===== config.mk =====
export PLATFORM = sky130hd
export DESIGN_NAME = eqn_serial_cmp_amisha
export DESIGN_NICKNAME = d
export VERILOG_FILES = /design/src/rtl/eqn_serial_cmp_amisha_pkg.sv /design/src/rtl/eqn_serial_cmp_amisha_slice.sv /design/src/rtl/eqn_serial_cmp_amisha.sv
export SDC_FILE = /design/constraint.sdc
export NUM_CORES = 1
export LEC_CHECK = 0
export BUFFER_PORTS_ARGS = -buffer_cell sky130_fd_sc_hd__buf_2
export CAP_MARGIN = 20
export CORE_MARGIN = 2
export CORE_UTILIZATION = 30
export DETAILED_ROUTE_END_ITERATION = 8
export SLEW_MARGIN = 25
export SYNTH_ARGS = -nofsm -noshare
export SYNTH_HDL_FRONTEND = slang
export SYNTH_SLANG_ARGS = --single-unit
export TNS_END_PERCENT = 5

===== constraint.sdc =====
create_clock -name clk_amisha -period 4.3 [get_ports clk_amisha]
set_input_delay 0.43 -clock clk_amisha [delete_from_list [all_inputs] [get_ports clk_amisha]]
set_output_delay 0.43 -clock clk_amisha [all_outputs]
set_load 0.03 [all_outputs]

===== src/rtl/eqn_serial_cmp_amisha_pkg.sv =====
// eqn_cmp_pkg_amisha: shared FSM state type and one-hot result encodings for the serial comparator
package eqn_cmp_pkg_amisha;
    typedef enum logic [1:0] {IDLE = 2'd0, SCAN = 2'd1, DONE = 2'd2} state_t;
    localparam logic [2:0] RES_EQ = 3'b001;
    localparam logic [2:0] RES_GT = 3'b010;
    localparam logic [2:0] RES_LT = 3'b100;
endpackage


===== src/rtl/eqn_serial_cmp_amisha_slice.sv =====
// eq_slice_amisha: combinational SLICE-bit unsigned comparator producing equal and greater-than
module eq_slice_amisha #(
    parameter int SLICE = 1
) (
    input  logic [SLICE-1:0] i_a,
    input  logic [SLICE-1:0] i_b,
    output logic             o_eq,
    output logic             o_gt
);
    assign o_eq = i_a == i_b;
    assign o_gt = i_a > i_b;
endmodule


===== src/rtl/eqn_serial_cmp_amisha.sv =====
// eqn_serial_cmp_amisha: bit-serial MSB-slice-first magnitude/equality comparator with early exit
module eqn_serial_cmp_amisha
    import eqn_cmp_pkg_amisha::*;
#(
    parameter int WIDTH       = 8,
    parameter int SLICE       = 1,
    parameter int SIGNED_MODE = 0
) (
    input  logic             clk_amisha,
    input  logic             rst_n_amisha,
    input  logic             start_amisha,
    input  logic [WIDTH-1:0] a_amisha,
    input  logic [WIDTH-1:0] b_amisha,
    output logic             ready_amisha,
    output logic             done_amisha,
    output logic             eq_amisha,
    output logic             gt_amisha,
    output logic             lt_amisha
);
    localparam int N  = WIDTH / SLICE;
    localparam int KW = (N > 1) ? $clog2(N) : 1;
    localparam logic [KW-1:0] K_TOP = KW'(N - 1);
    // Flipping the sign bit of both operands at capture turns a two's-complement
    // compare into an unsigned one, so the slice datapath never needs to know the mode.
    localparam logic [WIDTH-1:0] FLIP = (SIGNED_MODE != 0) ? {1'b1, {(WIDTH-1){1'b0}}} : '0;

    if (WIDTH < 2 || WIDTH % SLICE != 0) begin : g_param_err
        $error("eqn_serial_cmp_amisha: WIDTH must be >= 2 and a multiple of SLICE");
    end

    state_t           r_state;
    logic [WIDTH-1:0] r_a;
    logic [WIDTH-1:0] r_b;
    logic [KW-1:0]    r_k;
    logic             r_ready;
    logic             r_done;
    logic [2:0]       r_res;
    logic [SLICE-1:0] w_sa;
    logic [SLICE-1:0] w_sb;
    logic             w_eq;
    logic             w_gt;

    assign w_sa = r_a[r_k*SLICE +: SLICE];
    assign w_sb = r_b[r_k*SLICE +: SLICE];

    eq_slice_amisha #(.SLICE(SLICE)) u_slice (
        .i_a  (w_sa),
        .i_b  (w_sb),
        .o_eq (w_eq),
        .o_gt (w_gt)
    );

    // Control FSM: capture on accept, walk slices from the top, stop on first difference.
    always_ff @(posedge clk_amisha or negedge rst_n_amisha) begin
        if (!rst_n_amisha) begin
            r_state <= IDLE;
            r_a     <= '0;
            r_b     <= '0;
            r_k     <= '0;
            r_ready <= 1'b1;
            r_done  <= 1'b0;
            r_res   <= '0;
        end else begin
            r_done <= 1'b0;
            case (r_state)
                IDLE, DONE: begin
                    if (start_amisha) begin
                        r_a     <= a_amisha ^ FLIP;
                        r_b     <= b_amisha ^ FLIP;
                        r_k     <= K_TOP;
                        r_ready <= 1'b0;
                        r_state <= SCAN;
                    end else begin
                        r_ready <= 1'b1;
                        r_state <= IDLE;
                    end
                end
                SCAN: begin
                    if (!w_eq || r_k == '0) begin
                        r_res   <= w_eq ? RES_EQ : (w_gt ? RES_GT : RES_LT);
                        r_done  <= 1'b1;
                        r_ready <= 1'b1;
                        r_state <= DONE;
                    end else begin
                        r_k <= r_k - 1'b1;
                    end
                end
                default: begin
                    r_ready <= 1'b1;
                    r_state <= IDLE;
                end
            endcase
        end
    end

    assign ready_amisha = r_ready;
    assign done_amisha  = r_done;
    assign eq_amisha    = r_res[0];
    assign gt_amisha    = r_res[1];
    assign lt_amisha    = r_res[2];
endmodule


==> results.py <==
metrics = {
    "run_status": {
        "status": "complete, no violations",
    },
    "floorplanning": {
        "die_area_mm2": 0.00451,
        "placementRows": 22,
        "io_pins": 24,
        "die_h_um": 67.2,
        "die_x_um": 67.2,
        "start_util_pct": 32.0,
        "core_area_mm2": 0.00374,
    },
    "cells_and_area": {
        "num_antenna_cells": 0,
        "drive_gt1_share_pct": 40.7,
        "design_area_mm2": 0.00142,
        "final_nets": 132,
        "final_core_util_pct": 38.0,
        "area_growth_pct": 18.9,
    },
    "flow_run": {
        "maxCapViolations": 0,
    },
    "logic_synthesis": {
        "syn_avg_cell_area_um2": 14.4,
        "synth_warnings": 0,
        "synth_fp_nets": 106,
        "postSynthRegisterBits": 26,
        "netlist_area_mm2": 0.00120,
        "seq_area_frac_synth_pct": 54.4,
        "synth_cell_types": 21,
        "syn_inst": 83,
    },
    "timing": {
        "rsz0062_at_grt": "false",
        "fin_crit_sh_pct": 55.5,
        "finalSetupViolCount": 0,
        "worstMarginPinSlew_ns": 0.588,
        "final_hold_viol_count": 0,
        "slew_headroom_pct": 60.8,
        "slew_violations": 0,
        "fin_crit_ns": 2.39,
        "tns_ns": 0,
        "worst_slack_ns": 1.91,
        "maxClockFrequency_mhz": 419,
        "fin_skew_ns": 0.00418,
    },
    "critical_path": {
        "endpoint": "r_res[2]",
        "startpoint_type": "flop",
        "worstSetupPathType": "flop to flop",
        "worstSetupStartpoint": "r_k[0]",
        "r2r_setup_slack_ns": 1.91,
        "path_max_fanout": 7,
        "r2r-start": "r_k[0]",
        "required_ns": 4.46,
        "reg2reg_to": "r_res[2]",
        "crit_path_end_kind": "flop",
        "arrival_ns": 2.55,
        "r2r_cells": 6,
    },
    "power_and_ir_drop": {
        "clkPwrFrac_pct": 18.8,
        "vdd_drop_max_mv": 0.276,
        "power_density_mw_per_mm2": 752,
        "p_leak_nw": 0.677,
        "seqPwrFrac_pct": 41.1,
        "p_comb_share_pct": 40.1,
        "p_sw_uw": 358,
        "intPower_uw": 713,
        "p_sw_share_pct": 33.4,
    },
    "drt": {
        "drt_iter0_drc": 17,
        "wl_mm": 2.01,
        "viasPerCell": 4.62,
        "post_drt_wl_per_cell_um": 12.9,
        "drc": 0,
        "ant_nets": 0,
        "first_pass_iters": 3,
        "dr_total_vias": 720,
    },
    "global_routing": {
        "grt_usage_pct": 11.3,
        "overflow": 0,
        "grt_max_degree": 27,
        "antenna_found_initial": 0,
        "grt_pass1_wl_mm": 3.81,
        "grt_pass1_vias": 809,
    },
    "clock_tree": {
        "numClockSinks": 26,
        "worstSkewPairLatency_ns": 0.27,
        "clk_pin_slew_worst_paths_ns": 0.09,
        "htreeDepth": 1,
        "cts_setup_buffers": 0,
        "numCtsBuffers": 3,
        "cts_tree": "done",
        "postCtsHoldBufs": 0,
        "clk_path_buf_depth": 2,
        "cts-root-buf": "clkbuf_8",
        "post_cts_resized": 0,
    },
    "placed_design": {
        "portBuffers": 23,
        "placed_area_mm2": 0.00135,
        "gp_congestion": 0.697,
        "dpl_worst_slack_ns": 1.88,
        "hpwlAfterDp_mm": 1.51,
    },
    "worst_hold_path": {
        "hold_class": "input pin to async pin",
    },
}
[cell usage after synthesis]
master	n	area share (%)
dfrtp_1	25	52
mux2_2	10	9.4
mux2_1	8	7.5
inv_1	5	1.6
ha_1	4	4.2
mux2i_1	4	3.3
mux4_2	4	7.5
nand2b_1	3	1.6
nor2b_1	3	1.6
a21oi_1	2	0.84
buf_6	2	1.9
nor2_1	2	0.63
nor3_1	2	0.84
o22a_1	2	1.5
a21oi_2	1	0.73
and4_1	1	0.73
buf_2	1	0.42
dfstp_2	1	2.2
nand3_1	1	0.42
nand4_1	1	0.52
o21ai_0	1	0.42
[worst min-delay path by stage]
| stage | end | slack, ns | cells after the start |
|---|---|---|---|
| final | r_a[1] | 0.15 | 1 |
| after global routing | r_a[1] | 0.19 | 1 |
| after CTS | r_b[5] | 0.17 | 1 |
| after detailed placement | r_b[5] | 0.47 | 1 |
| after global placement | r_b[7] | 0.45 | 1 |
| after floorplan | done_amisha | 0.13 | 0 |
[layout by cell type (no fill, tap or decap), drive strengths merged]
cell / n
dfrtp: 25
buf: 24
mux2: 18
inv: 5
mux4: 4
mux2i: 4
ha: 4
nand2b: 3
nor2b: 3
clkbuf: 3
a21oi: 3
nor2: 2
o22a: 2
nor3: 2
nand4: 1
nand3: 1
and4: 1
o21ai: 1
bufinv: 1
dfstp: 1
[worst max-delay path, cell delays in order (launching register included)]
cell and delay [ns]:
dfrtp_1 0.53, mux4_2 0.55, mux2i_1 0.21, inv_1 0.07, ha_1 0.35, a21oi_2 0.23
mux2_2 0.35
[cell families after synthesis]
| family | count (synthesis) | share of synthesized area, % |
|---|---|---|
| AO/OA/AOI/OAI | 6 | 3.45 |
| adder cells (fa/ha/maj) | 4 | 4.18 |
| buffers and inverters | 8 | 3.87 |
| flip-flops | 26 | 54.4 |
| multiplexers | 26 | 27.8 |
| AND/OR/NAND/NOR | 13 | 6.27 |
[power by group through the flow]
stage	clock [mW]	sequential (mW)	combinational (mW)
2_1_floorplan	0	0.452	0.334
3_3_place_gp	0	0.447	0.422
3_5_place_dp	0	0.450	0.434
4_1_cts	0.207	0.444	0.437
5_1_grt	0.222	0.460	0.484
6_report	0.202	0.440	0.429
[metal layers]
layer | vias up | GRT usage (%) | part of all wire, %
met5 | - | 0 | 0
met4 | 0 | 5.36 | 2.0
met3 | 4 | 2.00 | 4.1
met2 | 16 | 17.9 | 47
met1 | 354 | 15.0 | 47
li1 | 346 | - | -
[flip-flops by register name (all words and copies together), names as in the netlist]
name	cells
r_a	8
r_b	8
r_k	3
r_res	3
r_state	2
done_amisha	1
ready_amisha	1
[stage by stage]
step	hold WS (ns)	power [mW]	std cells
6_report	0.150	1.07	156
5_1_grt	0.192	1.17	156
4_1_cts	0.170	1.09	156
3_5_place_dp	0.467	0.885	152
3_3_place_gp	0.449	0.869	152
2_1_floorplan	0.134	0.786	83
[layout make-up]
type / instances / area [um^2]
multi-input combinational: 49 / 499
clock buffer: 3 / 41.3
sequential: 26 / 652
fill: 399 / 2320
timing repair buffer: 24 / 123
tap: 48 / 60.1
clock inverter: 1 / 30.0
inverter: 5 / 18.8
Note: power is estimated with default switching activity, not from simulation.
